===== config.mk =====
export PLATFORM = sky130hd
export DESIGN_NAME = uart_tx_fifo
export DESIGN_NICKNAME = d
export VERILOG_FILES = /design/src/rtl/uart_tx_fifo.sv
export SDC_FILE = /design/constraint.sdc
export NUM_CORES = 1
export LEC_CHECK = 0
export CELL_PAD_IN_SITES_DETAIL_PLACEMENT = 0
export CELL_PAD_IN_SITES_GLOBAL_PLACEMENT = 1
export CORE_MARGIN = 4
export CORE_UTILIZATION = 45
export CTS_CLUSTER_DIAMETER = 200
export DETAILED_ROUTE_END_ITERATION = 10
export PLACE_DENSITY_LB_ADDON = 0.1
export SYNTH_ARGS = -nofsm -noshare
export SYNTH_HDL_FRONTEND = slang
export SYNTH_SLANG_ARGS = --single-unit

===== constraint.sdc =====
create_clock -name clock -period 4.1 [get_ports clock]
set_input_delay 0.41 -clock clock [delete_from_list [all_inputs] [get_ports clock]]
set_output_delay 0.41 -clock clock [all_outputs]
set_load 0.005 [all_outputs]

===== src/rtl/uart_tx_fifo.sv =====
// -----------------------------------------------------------------------------
// uart_tx_fifo
//
// UART transmitter with a small input FIFO. Words from a producer are queued
// in the FIFO and sent LSB first as frames of
//   start(0) + DATA_BITS data + optional parity + STOP_BITS stop(1).
// When the FIFO still holds a word at the end of a frame, the next frame's
// start bit follows the last stop bit directly, so there is no idle gap.
// The bit rate comes from an external one-cycle baud strobe (tx_baud). The
// FSM advances only on that strobe, and tx is a flop, so every bit lasts
// exactly one baud interval.
//
// Handshake (input side): a word is transferred on every rising clock edge
// where in_valid && in_ready are both high. in_ready is !full and is
// combinational from the registered occupancy count, so it never depends on
// in_valid. in_data is don't-care while in_valid is low. A producer may hold
// in_valid high for as long as it likes. The word is taken on the first edge
// where in_ready is also high.
//
// Parameters:
//   DATA_BITS   data bits per frame, 5..9
//   PARITY_MODE 0 = none, 1 = even, 2 = odd
//   STOP_BITS   1 or 2
//   FIFO_DEPTH  FIFO entries, a power of 2, at least 2
//
// Ports:
//   clock      rising-edge clock
//   reset      synchronous, active-high; aborts any frame and flushes FIFO
//   tx_baud    one-cycle strobe per bit period (may be held high)
//   in_valid   producer has a word on in_data
//   in_data    word to transmit, LSB first
//   in_ready   FIFO can accept a word (= !full)
//   fifo_count occupied FIFO entries
//   busy       FSM is not in IDLE
//   tx_done    one-cycle pulse when a frame's last stop bit completes
//   tx         serial line, idle high
//
// The current FSM state is held in 'state' (type state_t) so a checker can
// bind to it directly.
// -----------------------------------------------------------------------------
module uart_tx_fifo #(
    parameter int DATA_BITS   = 8,
    parameter int PARITY_MODE = 0,
    parameter int STOP_BITS   = 1,
    parameter int FIFO_DEPTH  = 4
) (
    input  logic                                clock,
    input  logic                                reset,
    input  logic                                tx_baud,
    input  logic                                in_valid,
    input  logic [DATA_BITS-1:0]                in_data,
    output logic                                in_ready,
    output logic [$clog2(FIFO_DEPTH+1)-1:0]     fifo_count,
    output logic                                busy,
    output logic                                tx_done,
    output logic                                tx
);

    localparam int PTR_W = $clog2(FIFO_DEPTH);
    localparam int CNT_W = $clog2(FIFO_DEPTH + 1);
    localparam int BIT_W = $clog2(DATA_BITS);

    localparam logic [BIT_W-1:0] LAST_BIT  = BIT_W'(DATA_BITS - 1);
    localparam logic             LAST_STOP = 1'(STOP_BITS - 1);

    typedef enum logic [2:0] {
        IDLE   = 3'd0,
        START  = 3'd1,
        DATA   = 3'd2,
        PARITY = 3'd3,
        STOP   = 3'd4
    } state_t;

    // -------------------------------------------------------------------------
    // Input FIFO
    // -------------------------------------------------------------------------
    logic [DATA_BITS-1:0] mem [FIFO_DEPTH];
    logic [PTR_W-1:0]     wr_ptr;
    logic [PTR_W-1:0]     rd_ptr;
    logic [CNT_W-1:0]     count;
    logic                 full;
    logic                 empty;
    logic                 push;
    logic                 pop;
    logic [DATA_BITS-1:0] head;

    assign full       = (count == CNT_W'(FIFO_DEPTH));
    assign empty      = (count == '0);
    assign in_ready   = !full;
    assign fifo_count = count;
    assign push       = in_valid && !full;
    assign head       = mem[rd_ptr];

    // Storage has no reset; validity is tracked entirely by count.
    always_ff @(posedge clock) begin
        if (push) begin
            mem[wr_ptr] <= in_data;
        end
    end

    // Pointers wrap naturally because FIFO_DEPTH is a power of 2.
    always_ff @(posedge clock) begin
        if (reset) begin
            wr_ptr <= '0;
            rd_ptr <= '0;
            count  <= '0;
        end else begin
            if (push) begin
                wr_ptr <= wr_ptr + PTR_W'(1);
            end
            if (pop) begin
                rd_ptr <= rd_ptr + PTR_W'(1);
            end
            case ({push, pop})
                2'b10:   count <= count + CNT_W'(1);
                2'b01:   count <= count - CNT_W'(1);
                default: count <= count;
            endcase
        end
    end

    // -------------------------------------------------------------------------
    // Transmit FSM
    // -------------------------------------------------------------------------
    state_t               state;
    logic [DATA_BITS-1:0] shift;
    logic [BIT_W-1:0]     bit_cnt;
    logic                 stop_cnt;
    logic                 par_bit;
    logic                 head_par;
    logic                 frame_end;

    // Even parity is the XOR of the data bits; odd parity is its inverse.
    assign head_par  = (PARITY_MODE == 2) ? ~(^head) : (^head);

    assign frame_end = (state == STOP) && (stop_cnt == LAST_STOP);

    // A word is loaded (and popped) on a baud strobe from IDLE, or straight
    // out of the last stop bit for a back-to-back frame. count is registered,
    // so a word pushed on this edge is not visible here until the next one.
    assign pop = tx_baud && !empty && ((state == IDLE) || frame_end);

    assign busy = (state != IDLE);

    always_ff @(posedge clock) begin
        if (reset) begin
            state    <= IDLE;
            tx       <= 1'b1;
            tx_done  <= 1'b0;
            shift    <= '0;
            bit_cnt  <= '0;
            stop_cnt <= 1'b0;
            par_bit  <= 1'b0;
        end else begin
            tx_done <= 1'b0;
            if (tx_baud) begin
                case (state)
                    IDLE: begin
                        if (!empty) begin
                            shift   <= head;
                            par_bit <= head_par;
                            tx      <= 1'b0;
                            state   <= START;
                        end else begin
                            tx <= 1'b1;
                        end
                    end

                    START: begin
                        tx      <= shift[0];
                        bit_cnt <= '0;
                        state   <= DATA;
                    end

                    DATA: begin
                        if (bit_cnt == LAST_BIT) begin
                            if (PARITY_MODE != 0) begin
                                tx    <= par_bit;
                                state <= PARITY;
                            end else begin
                                tx       <= 1'b1;
                                stop_cnt <= 1'b0;
                                state    <= STOP;
                            end
                        end else begin
                            // shift[1] is the bit that becomes shift[0].
                            shift   <= shift >> 1;
                            tx      <= shift[1];
                            bit_cnt <= bit_cnt + BIT_W'(1);
                        end
                    end

                    PARITY: begin
                        tx       <= 1'b1;
                        stop_cnt <= 1'b0;
                        state    <= STOP;
                    end

                    STOP: begin
                        if (stop_cnt == LAST_STOP) begin
                            tx_done <= 1'b1;
                            if (!empty) begin
                                shift   <= head;
                                par_bit <= head_par;
                                tx      <= 1'b0;
                                state   <= START;
                            end else begin
                                tx    <= 1'b1;
                                state <= IDLE;
                            end
                        end else begin
                            stop_cnt <= stop_cnt + 1'b1;
                        end
                    end

                    default: begin
                        tx    <= 1'b1;
                        state <= IDLE;
                    end
                endcase
            end
        end
    end

endmodule


==> run_results.csv, run 1 <==
group,metric,value,unit
status,status,"complete, no violations",
timing,finalCritPeriodShare,0.593,
clocking,path_clk_slew,0.07,ns
clocking,ctsResizeCount,0,
synthesis,synthFlopType,"edfxtp_1",
critical_path,cp.arrival,2.69,ns
synthesis,synth_warnings,0,
place,placed_area,2630,um^2
clocking,numCtsBuffers,9,
critical_path,crit_path_start_kind,"register",
power,combPwrFrac,0.239,
power,clockPowerShare,0.357,
clocking,clockBufferDepth,2,
critical_path,cp.required,4.36,ns
critical_path,endpoint_kind,"register",
timing,fmax,412,MHz
critical_path,reg2reg_slack,1.67,ns
die,rows,26,
die,die_h,81.1,um
final_layout,antenna_cells,0,
clocking,hold_buffers,0,
timing,rsz0062_at_grt,"no",
place,place_congestion,0.826,
timing,final_max_slew_viol_count,0,
timing,hold_viol,0,
synthesis,syn_inst,175,
timing,worst_pin_slew,0.549,ns
place,io_buffers,18,
power,power_frac_seq,0.405,
grt,grt_overflow_total,0,
routing,drt_pass1_iterations,4,
timing,min_period,2.43,ns
grt,track_usage,0.152,
clocking,insertion_delay,0.33,ns
routing,drc,0,
power,swShare,0.279,
critical_path,critical_path_peak_fanout,6,
routing,detail_route.wl_per_cell,15.2,um
min_path,hold_class,"reg2reg",
clocking,cts_htree_levels,3,
synthesis,ys_top_cells_by_area,"edfxtp_1 (40%), dfxtp_1 (21%), mux4_2 (7.5%), a211oi_2 (3.6%), ha_1 (3.6%)",
job,cap_violations,0,
grt,grt_max_degree,26,
timing,max-slew-margin-rel,0.633,
synthesis,syn-num-nets,195,
synthesis,ys_seq_elements,57,
power,vdd_ir_drop_max,0.000304,V
grt,grt_pass1_wl,7200,um
synthesis,avgSynthCellArea,13.7,um^2
routing,vias,1385,
clocking,root_buffer,"clkbuf_8",
final_layout,final_nets,216,
power,switchingPower,0.545,mW
routing,vias_per_cell,5.11,
synthesis,synth_top_area_frac,0.400,
power,internal_power,1.41,mW
clocking,tritoncts,"yes",
clocking,cts_num_sinks,57,
die,pin_count,19,
place,dp_hpwl,2860,um
die,die_area,6580,um^2
final_layout,drive_above_1_share,0.179,
routing,routed_wl,4120,um
die,core,5140,um^2
grt,grt_pass1_vias,1501,
timing,finalSetupTns,0,ns
power,report.power.total,1.96,mW
die,start_util,0.468,
routing,detail-route-antenna-nets,0,
grt,antenna_found_initial,0,
synthesis,postSynth.asyncResetShare,0,
routing,drt_iter0_drc,71,
critical_path,path_class,"reg2reg",
power,power_density,675,nW/um^2
synthesis,synth_area_leader_cell,"edfxtp_1",
final_layout,area_growth,20.6,%
synthesis,synth_cell_types,39,
timing,clock_skew,0.00863,ns
synthesis,synth_edf_count,32,
synthesis,yosysSeqAreaShare,0.608,
timing,setup_viol,0,
final_layout,fin_area,2900,um^2
die,fp.dieW,81.1,um
clocking,cts_setup_buffers,0,
synthesis,syn-cell-area,2400,um^2
power,p_leak,1.02,nW
timing,whs,0.497,ns
metrics by stage:
stage / worst slack [ns] / instances / util
after floorplan: 1.82 / 175 / -
after global placement: 1.59 / 255 / 0.512
after detailed placement: 1.51 / 255 / 0.512
after CTS: 1.65 / 271 / 0.564
after global routing: 1.48 / 271 / 0.564
final: 1.67 / 271 / 0.564
layout by cell type (no fill, tap or decap), drive strengths merged, types with 2 or more instances in the layout:
master / count
edfxtp: 32
dfxtp: 25
nor2: 19
clkdlybuf4s50: 18
clkbuf: 9
inv: 8
mux4: 8
mux2i: 8
a211oi: 7
ha: 7
a21oi: 6
nand2: 5
and3: 4
xor2: 4
nand2b: 4
bufinv: 4
and2: 3
o21ai: 3
nor2b: 3
a22oi: 3
clkinv: 3
or3: 2
cells in the mapped netlist (3+ instances only):
library cell	instances
a22oi_1	3
a21oi_1	6
inv_1	8
nand2b_1	4
nor2_1	19
edfxtp_1	32
and2_1	3
ha_1	7
mux4_2	8
mux2i_1	8
buf_2	3
nand2_1	5
o21ai_0	3
and3_1	4
clkbuf_1	3
xor2_1	4
dfxtp_1	25
nor2b_1	3
a211oi_2	7
layer usage:
layer	global-route usage	wire, um	share of wire	vias up
li1	-	-	-	686
met1	0.191	1970	0.48	661
met2	0.231	1920	0.47	30
met3	0.0532	144	0.035	8
met4	0.0811	81	0.020	0
met5	0	0	0	-
power groups by stage:
| stage | clock, mW | combinational [mW] | sequential, mW |
|---|---|---|---|
| floorplan | 0 | 0.387 | 0.760 |
| global placement | 0 | 0.460 | 0.801 |
| detailed placement | 0 | 0.471 | 0.807 |
| CTS | 0.713 | 0.475 | 0.795 |
| global route | 0.744 | 0.522 | 0.809 |
| finish | 0.698 | 0.468 | 0.791 |
logic make-up after synthesis:
family | synth area share
AO/OA/AOI/OAI | 0.0900
flip-flops | 0.608
multiplexers | 0.108
buffers and inverters | 0.0317
adder cells (fa/ha/maj) | 0.0447
AND/OR/NAND/NOR | 0.0994
XOR/XNOR | 0.0182
path summary, 6_finish.rpt:
check	startpoint	end	cells past startpoint
worst max-delay path	fifo_count[2]	fifo_count[2]	9
worst max register to register	fifo_count[2]	fifo_count[2]	9
worst min register to register	shift[7]	shift[7]	2
worst min-delay path	shift[7]	shift[7]	2
layout make-up:
| type | count | area [um^2] |
|---|---|---|
| fill | 458 | 2240 |
| sequential | 57 | 1460 |
| multi-input combinational | 101 | 867 |
| timing repair buffer | 19 | 188 |
| clock inverter | 7 | 143 |
| clock buffer | 9 | 124 |
| tap | 70 | 87.6 |
| inverter | 8 | 30.0 |
registers in the layout (all words and copies together), names as in the netlist, named ones only:
name and cells:
shift 8, rd_ptr 2, fifo_count 3, state 3, mem 32, tx 1
wr_ptr 2, tx_done 1, bit_cnt 3
critical path, cell delays in order, from the launching register on:
cell and delay, ns:
dfxtp_1 0.38, or3b_1 0.45, and2_1 0.23, inv_1 0.09, ha_1 0.18, inv_1 0.06
fa_1 0.37, xor2_1 0.16, or3_1 0.31, a21oi_1 0.14
No activity file was read; power rests on OpenSTA's default activity.
==> inputs of run 2 (changes only) <==
- clock period: 4.1 -> 2.4 ns (I/O delays scaled with it)
==> run_results.csv, run 2 (synthesis results as in run 1) <==
group,metric,value,unit
timing,finalSetupTns,0,ns
min_path,hold_class,"reg2reg",
die,pin_count,19,
routing,wl_met2,2140,um
final_layout,utilization,0.563,
grt,antenna_found_initial,0,
timing,max-slew-margin-rel,0.646,
clocking,insertion_delay,0.33,ns
final_layout,layout.cells.non_filler,277,
routing,drc,0,
timing,hold_viol,0,
routing,detail_route.wl_per_cell,15.6,um
timing,finalCritPeriodShare,0.961,
timing,layout_setup_ws,0.0948,ns
final_layout,largest_register_ffs,32,
routing,vias_per_cell,5.20,
final_layout,largestRegisters,"mem x32, shift x8",
die,start_util,0.468,
timing,rsz0062_at_grt,"no",
routing,detail-route-antenna-nets,0,
critical_path,cp.required,2.65,ns
place,place_congestion,0.762,
critical_path,reg2reg_depth,9,
die,fp.dieW,81.1,um
routing,drt_pass1_iterations,4,
die,rows,26,
final_layout,fin_area,2900,um^2
critical_path,reg2reg_slack,0.09,ns
place,dp_hpwl,2950,um
power,vdd_ir_drop_max,0.000494,V
die,die_h,81.1,um
final_layout,mostFrequentLayoutCells,"edfxtp_1 (32), dfxtp_1 (24), nor2_1 (19)",
clocking,path_clk_slew,0.06,ns
grt,grt_overflow_total,0,
final_layout,area_growth,20.4,%
final_layout,seq_area,1460,um^2
clocking,tritoncts,"yes",
power,p_leak,1.02,nW
critical_path,endpoint_kind,"register",
routing,met1_length,1960,um
critical_path,critical_path_peak_fanout,5,
routing,highest_layer,"met4",
critical_path,reg2reg_from,"fifo_count[2]",
place,dp_cells,261,
clocking,numCtsBuffers,9,
final_layout,final_common_cell,"edfxtp_1",
timing,clock_skew,0.00859,ns
timing,worst_pin_slew,0.530,ns
critical_path,path_class,"reg2reg",
critical_path,cp.arrival,2.56,ns
critical_path,cp-endpoint,"fifo_count[2]",
routing,vias,1441,
place,io_buffers,18,
final_layout,final_nets,222,
critical_path,crit_path_start_kind,"register",
critical_path,critPathLaunch,"fifo_count[2]",
final_layout,multiInputGateArea,872,um^2
job,cap_violations,0,
min_path,hold_path.startpoint,"shift[7]",
routing,drt_iter0_drc,80,
timing,final_max_slew_viol_count,0,
clocking,clockBufferDepth,2,
clocking,cts_setup_buffers,0,
status,status,"complete, no violations",
grt,grt_pass1_vias,1556,
final_layout,fillCellCount,439,
final_layout,top_register,"mem",
place,dp_slack,0.0673,ns
grt,grt_max_degree,25,
routing,dr_wl_met3,140,um
final_layout,antenna_cells,0,
timing,setup_viol,0,
clocking,cts_num_sinks,57,
clocking,root_buffer,"clkbuf_8",
die,core,5140,um^2
critical_path,r2r-end,"fifo_count[2]",
die,die_area,6580,um^2
power,power_density,1100,nW/um^2
place,placed_area,2680,um^2
clocking,cts_htree_levels,3,
timing,min_period,2.31,ns
final_layout,drive_above_1_share,0.213,
grt,track_usage,0.153,
timing,fmax,434,MHz
grt,grt_pass1_wl,7330,um
routing,routed_wl,4310,um
==> run 2: cell types whose count changed in the layout (fill, tap and decap cells not counted), moves of 2 or more <==
cell       change
buf_4          +6
clkinv_4       -2
bufinv_16      -2
clkinv_2       +2
==> run 2: layout make-up <==
cell class,count,area share
clock buffer,10,0.0441
clock inverter,6,0.0285
inverter,8,0.0104
multi-input combinational,101,0.301
sequential,57,0.505
tap,70,0.0303
timing repair buffer,25,0.0804
==> run 2: routing by layer <==
metal  vias up  GRT usage
li1        700          -
met1       710      0.192
met2        23      0.237
met3         8     0.0510
met4         0     0.0726
met5         -          0
==> run 2: repair_timing <==
action                     4_1_cts  5_1_grt
hold buffers                     0        0
setup endpoints to repair        0        1
gates resized for setup          0        3
==> run 2: worst max-delay path, cell delays in order (launching register included) <==
cell	delay, ns
dfxtp_2	0.36
or3b_1	0.38
and2_4	0.19
inv_1	0.07
ha_2	0.18
inv_1	0.05
fa_1	0.37
xor2_1	0.16
or3_1	0.32
a21oi_1	0.15
==> run 2: per-stage QoR <==
step	hold WS (ns)	total power, mW
6_report	0.493	3.17
5_1_grt	0.533	3.36
3_5_place_dp	0.483	2.23
3_3_place_gp	0.473	2.21
2_1_floorplan	0.339	1.96
4_1_cts	0.495	3.20
==> run 2: how the worst min path moves through the flow <==
stage           endpoint  slack [ns]  depth (start not counted)
2_1_floorplan  mem[0][0]        0.34                          0
3_3_place_gp    shift[7]        0.47                          2
3_5_place_dp    shift[7]        0.48                          2
4_1_cts         shift[7]        0.49                          2
5_1_grt         shift[7]        0.53                          2
6_report        shift[7]        0.49                          2
==> run 2: power by group <==
part / total (mW) / leakage (nW) / switching [mW] / internal [mW]
registers: 1.33 / 0.498 / 0.124 / 1.21
logic: 0.889 / 0.420 / 0.437 / 0.452
clock network: 0.952 / 0.106 / 0.373 / 0.579
total: 3.17 / 1.02 / 0.934 / 2.24
==> patch 1, RTL diff (flow settings as in run 2) <==
`FIFO_DEPTH`: 4 -> 8.
--- a/src/rtl/uart_tx_fifo.sv
+++ b/src/rtl/uart_tx_fifo.sv
@@ -42,7 +42,7 @@
     parameter int DATA_BITS   = 8,
     parameter int PARITY_MODE = 0,
     parameter int STOP_BITS   = 1,
-    parameter int FIFO_DEPTH  = 4
+    parameter int FIFO_DEPTH  = 8
 ) (
     input  logic                                clock,
     input  logic                                reset,
Ports: changed (resized fifo_count); port bits go from 19 to 20. No check against the original RTL was run, so the function may have changed too.
==> patch 1 against run 2 <==
Setup slack gained 0.024 ns. Sequential power grew 51%. Clock skew grew 0.0020 ns. Sequential cell count grew 36. Cell area grew 53%. Total power grew 33%. Non-clock buffer count grew 16. Area after synthesis grew 61%. Wire length grew 61%. Critical endpoint unchanged. Largest power group unchanged. Highest routed layer unchanged.
==> patch 1: results (changes against run 2) <==
metric;value;unit;change
total_global_route_track_usage;0.1468;;-0.005959
status;finished, final reports clean;;
holdCritStartpoint;shift[6]$_SDFFE_PP0P_;;
proportion_of_synthesized_chip_area_in_sequential_cells;0.6477;;+0.03997
critPathSlowestCell;or4_4;;
cp_max_fo;4;;-1
leakage;1.537;nW;+50%
grtUsageMet1;0.2194;;+0.02709
grt_start_max_net_pins;18;;-28%
grt_pass1_wl;11060;um;+51%
path_clk_slew;0.09;ns;+0.03 ns
timing.slew.headroom;0.3623;;-0.2839
largest_reg_flops;64;;+100%
power.switching_fraction;0.3033;;+0.009149
detailed_routing_wirelength_on_met1;3555;um;+82%
vias;2132;;+48%
synth.distinct_cells;46;;+18%
cpPeakStageDelay;0.54;ns;+0.16 ns
worst_skew_pair.late_latency;0.37;ns;+0.04 ns
placement.setup.worst_slack;0.1118;ns;+0.04447 ns
synth.top_cells.by_area;edfxtp_1, dfxtp_1, mux4_2;;
met3_length;200;um;+43%
fin_nets;313;;+41%
power.combinational.total;1.23;mW;+38%
grt_use_met3;0.03114;;-0.01986
commonest_cells_in_the_netlist;edfxtp_1, dfxtp_1, nor2_1;;
estimated_wirelength_of_the_detail_placed_design;4479;um;+52%
timing.clock.skew;0.01058;ns;+0.001992 ns
-- patch 1: cell count changes in the layout (fill, tap and decap cells not counted), sizes merged, moves of 4 or more --
cell	before	now
dfxtp	25	29
nor3	1	6
mux4	8	16
a21oi	6	14
a211o	0	7
a211oi	7	0
buf	7	22
nor2	19	25
and3	4	0
edfxtp	32	64
nand2	5	12
-- patch 1: through the flow --
stage               hold slack (ns)  power, mW  std cells  cell area [um2]   TNS [ns]
floorplan                    0.3389      2.867        257             3864          0
global placement             0.4474      3.263        388             4238          0
detailed placement           0.4493      3.265        388             4238          0
CTS                          0.4629      4.238        404             4419          0
global route                 0.4913      4.469        404             4427  -0.007394
finish                       0.4588      4.212        404             4427          0
-- patch 1: final timing paths --
path	endpoint	slack, ns	cells after the start
max	fifo_count[2]$_SDFFE_PP0P_	0.12	10
max reg2reg	fifo_count[2]$_SDFFE_PP0P_	0.12	10
min	shift[6]$_SDFFE_PP0P_	0.46	2
min reg2reg	shift[6]$_SDFFE_PP0P_	0.46	2
-- patch 1: critical path, delay by kind of cell (launching register included) --
family | cells | cell delay, ns
xor+xnor | 2 | 0.23
buf+inv | 1 | 0.07
flops | 1 | 0.34
simple gates | 3 | 0.92
fa+ha+maj | 2 | 0.39
compound gates | 2 | 0.26
-- patch 1: cell type report --
cell class,count,area (um2)
fill,695,3872
sequential,93,2502
multi-input combinational,146,1245
timing repair buffer,41,355.3
tap,105,131.4
clock buffer,9,123.9
clock inverter,7,57.56
inverter,3,11.26
-- patch 1: kinds of logic after synthesis --
group                      count (synthesis)  share of synthesized area
AOI/OAI and AO/OA                         36                    0.06283
muxes                                     28                     0.1247
and+or+nand+nor                           68                    0.09262
xor gates and xnor gates                   7                    0.01587
DFF                                       93                     0.6477
buffers and inverters                     18                    0.03367
adders and majority gates                  7                    0.02267
==> patch 2, RTL diff (config.mk and constraints of run 2) <==
Without the edit above. Encoding of `state_t`: now one-hot (5 bits for 5 states).
--- a/src/rtl/uart_tx_fifo.sv
+++ b/src/rtl/uart_tx_fifo.sv
@@ -63,12 +63,12 @@
     localparam logic [BIT_W-1:0] LAST_BIT  = BIT_W'(DATA_BITS - 1);
     localparam logic             LAST_STOP = 1'(STOP_BITS - 1);
 
-    typedef enum logic [2:0] {
-        IDLE   = 3'd0,
-        START  = 3'd1,
-        DATA   = 3'd2,
-        PARITY = 3'd3,
-        STOP   = 3'd4
+    typedef enum logic [4:0] {
+        IDLE   = 5'b00001,
+        START  = 5'b00010,
+        DATA   = 5'b00100,
+        PARITY = 5'b01000,
+        STOP   = 5'b10000
     } state_t;
 
     // -------------------------------------------------------------------------
Formal check against the unedited RTL: no difference found for any inputs over 10 cycles, from zero or initial values and one cycle with reset high; not proved beyond that.
==> patch 2 against run 2 <==
Wire length increased by 14%. Maximum frequency grew 3.0%. Setup slack better by 0.068 ns. Area after synthesis up 7.3%. Cell area rose by 6.2%. Sequential cell count grew 1. Total power rose by 6.8%.
==> patch 2: results (changes against run 2) <==
metric;value;unit;change
timing.clock.skew;0.008893;ns;+0.0003023 ns
worst_hold_path.num_cells;2;;unchanged
detailed_routing_wirelength_on_met1;2216;um;+13%
r2r.worst_path.cells;9;;unchanged
largest_registers;mem: 32 flops, shift: 8 flops, state: 4 flops;;
status;finished, final reports clean;;
fin_nets;253;;+14%
total_global_route_track_usage;0.1514;;-0.001399
synthFlopType;edfxtp_1;;
placed_cell_area;0.002846;mm2;+6.3%
placement.setup.worst_slack;0.08430;ns;+0.01701 ns
dp_cells;294;;+13%
synth.distinct_cells;44;;+13%
synth.top_cells.by_area;edfxtp_1, dfxtp_1, mux4_2;;
worst_skew_pair.late_latency;0.33;ns;about the same
detailroute.wirelength.met2;2466;um;+15%
drt_iter0_drc;79;;-1.3%
syn_nets;227;;+16%
leakage;1.078;nW;+5.2%
worst_hold_path_type;register to register;;
gp_congestion;0.7654;;+0.47%
fin_cells;310;;+12%
fill_cells;499;;+14%
routed_via_density;5.465;;+5.0%
proportion_of_synthesized_chip_area_in_sequential_cells;0.5742;;-0.03350
layout-drive-gt1-share;0.1807;;-0.03189
critPathSlowestCell;or3b_4;;
yosysWarnings;0;;unchanged
syn_avg_cell_area;12.46;um2;-9.3%
grt_pass1_wl;8397;um;+14%
estimated_wirelength_of_the_detail_placed_design;3403;um;+15%
commonest_cells_in_the_netlist;edfxtp_1, dfxtp_1, a21oi_1, nand2_1, nor2_1;;
first_global_vias;1700;;+9.3%
met3_length;167;um;+19%
asyncSetResetFlopFracSynth;0;;unchanged
wirelength;4932;um;+14%
grt_start_max_net_pins;22;;-12%
irDropWorstVdd;0.0005384;V;+9.0%
timing.slew.headroom;0.4821;;-0.1641
htreeDepth;3;;unchanged
critical_path_arrival;2.49;ns;-0.07 ns
patch 2: kinds of logic (layout without fill, tap and decap cells):
kind of cell,count (synthesis),after routing,share of synthesized area
adder cells (fa/ha/maj),8,8,0.04171
AND/OR/NAND/NOR,59,59,0.1261
XOR/XNOR,5,5,0.02425
multiplexers,9,9,0.07371
flip-flops,58,58,0.5742
buffers and inverters,23,54,0.04364
AO/OA/AOI/OAI,45,45,0.1164
patch 2: timing repair:
item | CTS | global route
resized for setup | 0 | 6
endpoints found under the setup margin | 0 | 1
hold buffers | 0 | 0
setup buffers | 0 | 0
patch 2: cell type report:
class	count	area, um2	share of cell area
well taps	72	90.09	0.02929
clock buffers	9	123.9	0.04028
multi-input cells	126	996.0	0.3238
repair buffers	27	247.7	0.08055
flip-flops and latches	58	1484	0.4825
clock inverters	7	92.59	0.03011
inverters	11	41.29	0.01343
patch 2: final timing paths:
kind / end / start / slack, ns
setup / recovery: fifo_count[2]$_SDFFE_PP0P_ / fifo_count[0]$_SDFFE_PP0P_ / 0.16
hold reg to reg: shift[7]$_SDFFE_PP0P_ / shift[7]$_SDFFE_PP0P_ / 0.48
hold / removal: shift[7]$_SDFFE_PP0P_ / shift[7]$_SDFFE_PP0P_ / 0.48
setup reg to reg: fifo_count[2]$_SDFFE_PP0P_ / fifo_count[0]$_SDFFE_PP0P_ / 0.16
patch 2: power by group:
part	internal (mW)	switching, mW
Clock	0.582	0.405
Sequential	1.23	0.133
Combinational	0.533	0.506
patch 2: per-layer routing:
layer  vias to the layer above  GRT usage
met5                         -          0
met4                         0    0.06579
met3                         9    0.04640
li1                        822          -
met1                       828     0.1826
met2                        35     0.2495
patch 2: tightest hold or removal path, cell delays in order, from the launching register on:
cell and delay, ns:
dfxtp_1 0.31, o21ai_0 0.07, a21oi_1 0.06
